<file path="config.mk">
export PLATFORM = sky130hd
export DESIGN_NAME = rv_instr_field_split
export DESIGN_NICKNAME = d
export VERILOG_FILES = /design/src/rtl/rv_instr_field_split_pkg.sv /design/src/rtl/rv_instr_field_split_sign_extend_12_32.sv /design/src/rtl/rv_instr_field_split.sv
export SDC_FILE = /design/constraint.sdc
export NUM_CORES = 1
export LEC_CHECK = 0
export ABC_AREA = 1
export BUFFER_PORTS_ARGS = -buffer_cell sky130_fd_sc_hd__buf_2
export CORE_MARGIN = 8
export CORE_UTILIZATION = 42
export DETAILED_ROUTE_END_ITERATION = 12
export PLACE_DENSITY = 0.86
export SLEW_MARGIN = 15
export SYNTH_ARGS = -nofsm -noshare
export SYNTH_HDL_FRONTEND = slang
export SYNTH_SLANG_ARGS = --single-unit
export TNS_END_PERCENT = 50
</file>
<file path="constraint.sdc">
create_clock -name iwClk -period 3.17 [get_ports iwClk]
set_input_delay 0.951 -clock iwClk [delete_from_list [all_inputs] [get_ports iwClk]]
set_output_delay 0.951 -clock iwClk [all_outputs]
set_load 0.005 [all_outputs]
</file>
<file path="src/rtl/rv_instr_field_split_pkg.sv">
// rtl/rv_instr_field_split_pkg.sv - RV32I widths and instruction field bit positions
package rv_instr_field_split_pkg;

  localparam int XLEN      = 32;
  localparam int REG_IDX_W = 5;
  localparam int IMM12_W   = 12;
  localparam int IMM20_W   = 20;

  // Field positions are shared with the decoder so both agree on slicing.
  localparam int OPCODE_LSB = 0;
  localparam int OPCODE_MSB = 6;
  localparam int RD_LSB     = 7;
  localparam int RD_MSB     = 11;
  localparam int FUNCT3_LSB = 12;
  localparam int FUNCT3_MSB = 14;
  localparam int RS1_LSB    = 15;
  localparam int RS1_MSB    = 19;
  localparam int RS2_LSB    = 20;
  localparam int RS2_MSB    = 24;
  localparam int FUNCT7_LSB = 25;
  localparam int FUNCT7_MSB = 31;
  localparam int IMM20_LSB  = 12;
  localparam int IMM20_MSB  = 31;
  localparam int IMM12_LSB  = 20;
  localparam int IMM12_MSB  = 31;

  localparam int OPCODE_W = OPCODE_MSB - OPCODE_LSB + 1;
  localparam int FUNCT3_W = FUNCT3_MSB - FUNCT3_LSB + 1;
  localparam int FUNCT7_W = FUNCT7_MSB - FUNCT7_LSB + 1;

endpackage

</file>
<file path="src/rtl/rv_instr_field_split_sign_extend_12_32.sv">
// rtl/rv_instr_field_split_sign_extend_12_32.sv - combinational 12-to-32 bit sign extension
module sign_extend_12_32
  import rv_instr_field_split_pkg::*;
(
  input  logic [IMM12_W-1:0] imm_i,
  output logic [XLEN-1:0]    imm_o
);

  assign imm_o = {{(XLEN-IMM12_W){imm_i[IMM12_W-1]}}, imm_i};

endmodule

</file>
<file path="src/rtl/rv_instr_field_split.sv">
// rtl/rv_instr_field_split.sv - registered RV32I instruction field splitter
module rv_instr_field_split
  import rv_instr_field_split_pkg::*;
(
  input  logic                 iwClk,
  input  logic                 iwRst,
  input  logic                 iwValid,
  input  logic [XLEN-1:0]      iwInstr,
  output logic                 owValid,
  output logic [REG_IDX_W-1:0] owRs1,
  output logic [REG_IDX_W-1:0] owRs2,
  output logic [REG_IDX_W-1:0] owRd,
  output logic [OPCODE_W-1:0]  owOpCode,
  output logic [FUNCT3_W-1:0]  owFunct3,
  output logic [FUNCT7_W-1:0]  owFunct7,
  output logic [IMM20_W-1:0]   owImmediate20,
  output logic [IMM12_W-1:0]   owImmediate12,
  output logic [IMM12_W-1:0]   owImmediate12SClass,
  output logic [XLEN-1:0]      owImmediate12Extended,
  output logic [XLEN-1:0]      owImmediate12SClassExtended
);

  logic [XLEN-1:0] instr_q, instr_d;
  logic            valid_q, valid_d;

  // An idle cycle drops valid but keeps the last word so fields stay stable.
  always_comb begin
    instr_d = instr_q;
    valid_d = iwValid;
    if (iwValid) begin
      instr_d = iwInstr;
    end
  end

  always_ff @(posedge iwClk) begin
    if (iwRst) begin
      instr_q <= '0;
      valid_q <= 1'b0;
    end else begin
      instr_q <= instr_d;
      valid_q <= valid_d;
    end
  end

  assign owValid             = valid_q;
  assign owOpCode            = instr_q[OPCODE_MSB:OPCODE_LSB];
  assign owRd                = instr_q[RD_MSB:RD_LSB];
  assign owFunct3            = instr_q[FUNCT3_MSB:FUNCT3_LSB];
  assign owRs1               = instr_q[RS1_MSB:RS1_LSB];
  assign owRs2               = instr_q[RS2_MSB:RS2_LSB];
  assign owFunct7            = instr_q[FUNCT7_MSB:FUNCT7_LSB];
  assign owImmediate20       = instr_q[IMM20_MSB:IMM20_LSB];
  assign owImmediate12       = instr_q[IMM12_MSB:IMM12_LSB];
  assign owImmediate12SClass = {instr_q[FUNCT7_MSB:FUNCT7_LSB], instr_q[RD_MSB:RD_LSB]};

  sign_extend_12_32 u_sext_i_class (
    .imm_i (owImmediate12),
    .imm_o (owImmediate12Extended)
  );

  sign_extend_12_32 u_sext_s_class (
    .imm_i (owImmediate12SClass),
    .imm_o (owImmediate12SClassExtended)
  );

endmodule

</file>
==> results.json, run 1 <==
{
  "numClockSinks": 33,
  "synth_top_area_share_pct": 38.2,
  "areaGrowthSynthToFinish_pct": 7.69,
  "grt_pass1_vias": 1568,
  "post-place-ws_ns": 0.990,
  "rr_worst_depth": 2,
  "combPwrFrac_pct": 22.6,
  "insertion_delay_ns": 0.28,
  "clkSlewWorstSetupHoldPaths_ns": 0.07,
  "coreArea_um2": 5040,
  "grt_max_degree": 66,
  "portBuffers": 175,
  "slowest_stage": "dfxtp_1",
  "rows": 26,
  "clockRootBuffer": "clkbuf_8",
  "crit_start": "instr_q[31]",
  "switching_share_pct": 29.6,
  "max_freq_ghz": 0.409,
  "ys_types": 7,
  "ys_warn_count": 0,
  "hold_class": "reg -> reg",
  "dp_hpwl_um": 3960,
  "period_needed_ns": 2.44,
  "setup_violations": 0,
  "slowest_delay_ns": 0.95,
  "track_usage_pct": 11.8,
  "cp_top_family": "flip-flops",
  "wl_per_cell_um": 11.2,
  "initial_core_util_pct": 42.9,
  "cp_num_buf_inv": 1,
  "muxShareOfSynthArea_pct": 0,
  "synth_edf_count": 0,
  "synth-async-reset-ratio_pct": 0,
  "grtUsageMet2_pct": 22.2,
  "grtUsageMet1_pct": 11.2,
  "yosysTopAreaCell": "buf_4",
  "endpoint_kind": "primary output",
  "r2r_slack_ns": 1.96,
  "ys_seq_area_share_pct": 30.5,
  "synthAdderAreaFrac_pct": 0,
  "period_share_pct": 77.1,
  "synth-xor-area-share_pct": 0,
  "ys_top_cells_by_count": "110 x buf_4, 65 x nor2_1, 64 x nand2_1",
  "die-area_um2": 7700,
  "cts_tree": "built",
  "fin_skew_ns": 0,
  "relSlewSlack_pct": 36.1,
  "synth_compound_area_share_pct": 0,
  "syn_area_um2": 2160,
  "drive_above_1_share_pct": 48.4,
  "crit_path_start_kind": "register",
  "synth_nets": 349,
  "seqPwrFrac_pct": 46.9,
  "synthTopCellsByArea": "buf_4 38%, dfxtp_1 31%, nor2_1 11%",
  "drc": 0,
  "antennaDiodeCount": 0,
  "grt-busiest-layer": "met2",
  "vdd_drop_max_uv": 189,
  "worstHoldStart": "instr_q[5]",
  "arrival_ns": 1.49,
  "pwr_density_cell_nw_per_um2": 433,
  "drt_wl_total_um": 5040,
  "yosys.cell_count.top_type": "buf_4",
  "gr-total-overflow": 0,
  "vias": 1713,
  "final_util_pct": 46.2,
  "critPathKind": "reg -> out",
  "viasPerCell": 3.81,
  "setup_ws_ns": 0.726,
  "place.gp.congestion": 0.681,
  "htree_levels": 2,
  "slew_viol_final": 0,
  "synth_ff_type": "dfxtp_1",
  "cts_buffers": 5,
  "outcome": "completed",
  "drv_cap": 0,
  "p_int_mw": 0.711,
  "cts-resized-gates": 0,
  "rsz0062_at_grt": "false",
  "whs_path_depth": 2,
  "worstReg2RegEnd": "instr_q[31]",
  "synth_top_family_by_area": "buffers and inverters",
  "fin_tns_setup_ns": 0,
  "p_leak_nw": 1.62,
  "antenna_left": 0,
  "yosys.area_share.simple_pct": 22.4,
  "p_switching_mw": 0.299,
  "ctsHoldBuffers": 0,
  "reg2reg_from": "instr_q[31]",
  "clkPwrFrac_pct": 30.5,
  "syn_inst": 314,
  "post_cts_buffers": 0,
  "critPathMaxFanout": 47,
  "grt_pass1_wl_um": 7380,
  "pin_count": 176,
  "drtPass1Iterations": 4,
  "tightest_slew_ns": 0.957,
  "whs_endpoint": "instr_q[5]",
  "synth-seq-cells": 33,
  "dr.first_iter.drc_count": 29,
  "clockBufferDepth": 2,
  "critPathRequiredTime_ns": 2.22,
  "grt.met3_usage_pct": 4.97,
  "dieWidth_um": 87.8,
  "path_cells": "buf_2",
  "syn_avg_cell_area_um2": 6.89,
  "die_y_um": 87.8,
  "hold_violations": 0,
  "antenna_found_initial": 1,
  "nets": 414
}
==> through the flow <==
stage	hold slack, ns	cell area, um^2	total power [mW]	std cells
detailed placement	0.462	2240	0.718	442
finish	0.467	2330	1.01	450
floorplan	0.466	2160	0.698	314
CTS	0.472	2330	1.04	450
global placement	0.453	2240	0.710	442
global route	0.495	2330	1.08	450
==> state kept, by name (all words and copies together) (netlist names) <==
register,count
instr_q,32
owValid,1
==> cell families (layout without fill, tap and decap cells) <==
group	count (synthesis)	count (layout)
buffers and inverters	152	218
DFF	33	33
and+or+nand+nor	129	129
==> final cells by class <==
type	count	area, um^2
inverters	34	128
clock inverters	3	17.5
flip-flops and latches	33	661
fillers	527	2710
repair buffers	176	883
well taps	70	87.6
clock buffers	5	68.8
multi-input cells	129	484
==> cell usage in the layout (no fill, tap or decap) <==
cell type   instances
clkinv_2            2
nor2_1             65
buf_4               1
dfxtp_1            33
inv_1              34
nand2_1            64
buf_2             175
clkbuf_8            5
clkinvlp_4          1
==> routing by layer <==
metal / vias to the layer above / share of wire [%]
met5: - / 0.34
met4: 2 / 0.71
met3: 4 / 13
met2: 82 / 51
met1: 705 / 35
li1: 920 / -
==> worst max path at each step <==
stage,endpoint,slack [ns],cells after the start
global route,owImmediate12SClassExtended[19],0.48,1
floorplan,owImmediate12Extended[11],0.93,1
global placement,instr_q[29],1.06,4
CTS,owImmediate12Extended[15],0.67,1
detailed placement,owImmediate12Extended[15],0.99,1
finish,owImmediate12SClassExtended[13],0.73,1
==> power groups by stage <==
stage | logic, mW | registers [mW] | clock network [mW]
2_1_floorplan | 0.211 | 0.487 | 0
3_3_place_gp | 0.230 | 0.481 | 0
3_5_place_dp | 0.234 | 0.483 | 0
4_1_cts | 0.235 | 0.474 | 0.328
5_1_grt | 0.257 | 0.481 | 0.347
6_report | 0.228 | 0.474 | 0.308
No activity file was read; power rests on OpenSTA's default activity.
==> run 2, diff against run 1 <==
Settings changed: CORE_UTILIZATION 42 to 39, PLACE_DENSITY 0.86 to 0.8.
Clock period 3.17 ns to 2.5 ns, I/O delays scaled along.
==> results.json, run 2 (synthesis results as in run 1) <==
{
  "grt.met3_usage_pct": 6.23,
  "r2r_slack_ns": 1.68,
  "setup_violations": 0,
  "switching_share_pct": 30.0,
  "mostFrequentLayoutCells": "175 x buf_2, 65 x nor2_1, 64 x nand2_1",
  "place.gp.congestion": 0.664,
  "htree_levels": 2,
  "grt_max_degree": 48,
  "register_area_um2": 661,
  "largest_register_ffs": 32,
  "wl_per_cell_um": 10.7,
  "worstHoldStart": "instr_q[3]",
  "cp_num_buf_inv": 2,
  "antenna_left": 0,
  "critPathRequiredTime_ns": 1.75,
  "regMostFlops": "instr_q",
  "cts_buffers": 5,
  "coreArea_um2": 5440,
  "cts-resized-gates": 0,
  "viasPerCell": 3.79,
  "tightest_slew_ns": 0.485,
  "slowest_delay_ns": 0.31,
  "die_y_um": 90.5,
  "initial_core_util_pct": 39.8,
  "setup_ws_ns": 0.685,
  "fin_tns_setup_ns": 0,
  "combPwrFrac_pct": 23.2,
  "rows": 27,
  "p_switching_mw": 0.387,
  "insertion_delay_ns": 0.28,
  "gr-total-overflow": 0,
  "fin_cells": 454,
  "slew_viol_final": 0,
  "grtUsageMet1_pct": 10.3,
  "seqPwrFrac_pct": 45.8,
  "cts_tree": "built",
  "p_leak_nw": 1.63,
  "vdd_drop_max_uv": 250,
  "arrival_ns": 1.07,
  "antennaDiodeCount": 0,
  "hold_violations": 0,
  "p_int_mw": 0.905,
  "numClockSinks": 33,
  "period_needed_ns": 1.82,
  "grt-busiest-layer": "met2",
  "timing.hold.ws_ns": 0.473,
  "path_cells": "buf_4 > buf_2",
  "drc": 0,
  "worstReg2RegEnd": "instr_q[31]",
  "grt_pass1_vias": 1628,
  "drv_cap": 0,
  "portBuffers": 175,
  "dpl_cell_area_um2": 2270,
  "areaGrowthSynthToFinish_pct": 9.08,
  "antenna_found_initial": 0,
  "pwr_density_cell_nw_per_um2": 547,
  "fillers": 550,
  "layout_commonest_cell": "buf_2",
  "drive_above_1_share_pct": 48.7,
  "dp_hpwl_um": 3870,
  "dr.first_iter.drc_count": 25,
  "hold_class": "reg -> reg",
  "rr_worst_depth": 3,
  "track_usage_pct": 11.4,
  "dp_cells": 446,
  "clkPwrFrac_pct": 31.0,
  "max_freq_ghz": 0.551,
  "whs_endpoint": "instr_q[3]",
  "crit_path_start_kind": "register",
  "slowest_stage": "dfxtp_1",
  "relSlewSlack_pct": 67.6,
  "dieWidth_um": 90.5,
  "fin_skew_ns": 0,
  "pin_count": 176,
  "critPathKind": "reg -> out",
  "grtUsageMet2_pct": 20.7,
  "clockBufferDepth": 2,
  "final_area_um2": 2360,
  "rsz0062_at_grt": "false",
  "post-place-ws_ns": 0.757,
  "ctsHoldBuffers": 0,
  "die-area_um2": 8190,
  "p_total_mw": 1.29,
  "grt_pass1_wl_um": 7890,
  "drtPass1Iterations": 4,
  "post_cts_buffers": 0,
  "critPathMaxFanout": 47,
  "vias": 1722,
  "endpoint_kind": "primary output",
  "reg2reg_from": "instr_q[31]",
  "clkSlewWorstSetupHoldPaths_ns": 0.07,
  "whs_path_depth": 2,
  "nets": 416,
  "outcome": "completed",
  "cp_top_family": "buffers and inverters",
  "final_util_pct": 43.4,
  "period_share_pct": 72.6,
  "clockRootBuffer": "clkbuf_8",
  "drt_wl_total_um": 4840,
  "multi_input_area_um2": 484
}
-- run 2: routing by layer --
| metal | vias up | routed length [um] |
|---|---|---|
| li1 | 926 | - |
| met1 | 712 | 1750 |
| met2 | 80 | 2510 |
| met3 | 4 | 517 |
| met4 | 0 | 52 |
| met5 | - | 0 |
-- run 2: layout make-up --
| class | instances | share of cell area (%) |
|---|---|---|
| Multi-Input combinational cell | 129 | 20.5 |
| Clock buffer | 5 | 2.92 |
| Timing Repair Buffer | 178 | 38.6 |
| Inverter | 34 | 5.41 |
| Tap cell | 72 | 3.82 |
| Clock inverter | 3 | 0.742 |
| Sequential cell | 33 | 28.0 |
-- run 2: power by group through the flow --
stage          Clock (mW)  Combinational (mW)  Sequential [mW]
6_report            0.401               0.300            0.591
2_1_floorplan           0               0.267            0.618
3_3_place_gp            0               0.304            0.602
3_5_place_dp            0               0.309            0.604
5_1_grt             0.451               0.339            0.598
4_1_cts             0.428               0.309            0.592
-- run 2: how the worst max path moves through the flow --
stage	start	end	slack, ns	cells after the start
4_1_cts	instr_q[31]	owImmediate12SClassExtended[17]	0.65	2
2_1_floorplan	instr_q[31]	owImmediate12Extended[11]	0.46	1
3_5_place_dp	iwValid	instr_q[4]	0.76	5
6_report	instr_q[31]	owImmediate12SClassExtended[29]	0.68	2
5_1_grt	instr_q[31]	owImmediate12SClassExtended[15]	0.58	2
3_3_place_gp	iwValid	instr_q[16]	0.79	5
-- run 2: worst reg2reg max path: stages, from the launching register on --
cell	delay, ns
dfxtp_1	0.31
buf_4	0.28
nor2_1	0.08
nor2_1	0.09
==> run 3, diff against run 2 <==
Clock period 2.5 ns to 1.85 ns, I/O delays scaled along.
==> results.json, run 3 (synthesis results as in run 1) <==
{
  "cts_tree": "built",
  "drc": 0,
  "hold_class": "in -> reg",
  "regMostFlops": "instr_q",
  "pwr_density_cell_nw_per_um2": 797,
  "hold_violations": 0,
  "nets": 416,
  "clockRootBuffer": "clkbuf_8",
  "track_usage_pct": 11.5,
  "cts-resized-gates": 0,
  "dr.first_iter.drc_count": 19,
  "drtPass1Iterations": 3,
  "rows": 27,
  "numClockSinks": 33,
  "fin_skew_ns": 0,
  "largest_register_ffs": 32,
  "mostFrequentLayoutCells": "175 x buf_2, 65 x nor2_1, 64 x nand2_1",
  "portBuffers": 175,
  "period_share_pct": 87.2,
  "arrival_ns": 1.06,
  "areaGrowthSynthToFinish_pct": 10.5,
  "htree_levels": 2,
  "p_total_mw": 1.90,
  "outcome": "completed",
  "timing.hold.ws_ns": 0.444,
  "antenna_left": 0,
  "antenna_found_initial": 0,
  "coreArea_um2": 5440,
  "tightest_slew_ns": 0.338,
  "viasPerCell": 3.80,
  "post_cts_buffers": 0,
  "clockBufferDepth": 2,
  "critPathKind": "reg -> out",
  "initial_core_util_pct": 39.8,
  "final_util_pct": 43.9,
  "drv_cap": 0,
  "p_leak_nw": 1.65,
  "fillers": 554,
  "cts_buffers": 5,
  "drive_above_1_share_pct": 48.4,
  "slew_viol_final": 0,
  "die-area_um2": 8190,
  "rsz0062_at_grt": "false",
  "critPathMaxFanout": 47,
  "multi_input_area_um2": 484,
  "die_y_um": 90.5,
  "period_needed_ns": 1.61,
  "vdd_drop_max_uv": 334,
  "relSlewSlack_pct": 77.4,
  "drt_wl_total_um": 4920,
  "layout_commonest_cell": "buf_2",
  "ctsHoldBuffers": 0,
  "gr-total-overflow": 0,
  "vias": 1726,
  "wl_per_cell_um": 10.8,
  "insertion_delay_ns": 0.27,
  "endpoint_kind": "primary output",
  "register_area_um2": 661,
  "dieWidth_um": 90.5,
  "clkSlewWorstSetupHoldPaths_ns": 0.07,
  "grt_pass1_vias": 1689,
  "fin_tns_setup_ns": 0,
  "pin_count": 176,
  "max_freq_ghz": 0.620,
  "grt_max_degree": 66,
  "dp_hpwl_um": 3920,
  "crit_path_start_kind": "register",
  "antennaDiodeCount": 0,
  "place.gp.congestion": 0.663,
  "critPathRequiredTime_ns": 1.29,
  "setup_violations": 0,
  "grt_pass1_wl_um": 8030
}
[run 3: cell count changes in the layout (fill, tap and decap cells not counted)]
cell	delta
bufinv_16	+1
clkinvlp_4	-1
clkbuf_8	+1
clkinv_2	-2
clkbuf_1	+1
[run 3: critical path: stages, from the launching register on]
cell and delay [ns]:
dfxtp_1 0.31, buf_4 0.29, buf_2 0.19
[run 3: worst paths after layout]
check | startpoint | endpoint | slack (ns) | cells past startpoint
max reg2reg | instr_q[31] | instr_q[31] | 1.03 | 3
max | instr_q[31] | owImmediate12SClassExtended[20] | 0.24 | 2
min | iwRst | owValid | 0.44 | 2
min reg2reg | instr_q[4] | instr_q[4] | 0.47 | 2
[run 3: layout make-up]
class | count | area share (%)
sequential | 33 | 27.6
inverter | 34 | 5.34
tap | 72 | 3.77
clock buffer | 7 | 3.61
clock inverter | 1 | 1.26
multi-input combinational | 129 | 20.3
timing repair buffer | 178 | 38.1
[run 3: per-layer routing]
layer	global-route usage [%]	vias up	wire length, um
li1	-	925	-
met1	9.85	716	1720
met2	21.9	80	2600
met3	6.23	5	543
met4	3.74	0	55
met5	0	-	0
[run 3: stage by stage]
stage	instance area [um^2]	std cells	setup WS [ns]
2_1_floorplan	2160	314	0.00326
3_3_place_gp	2270	446	0.562
3_5_place_dp	2270	446	0.525
4_1_cts	2390	454	0.212
5_1_grt	2390	454	0.138
6_report	2390	454	0.237
[run 3: report_power, final]
group          internal (mW)  switching (mW)  total (mW)
clock                  0.439           0.259       0.698
combinational          0.203           0.205       0.407
sequential             0.760          0.0386       0.799
total                   1.40           0.502        1.90
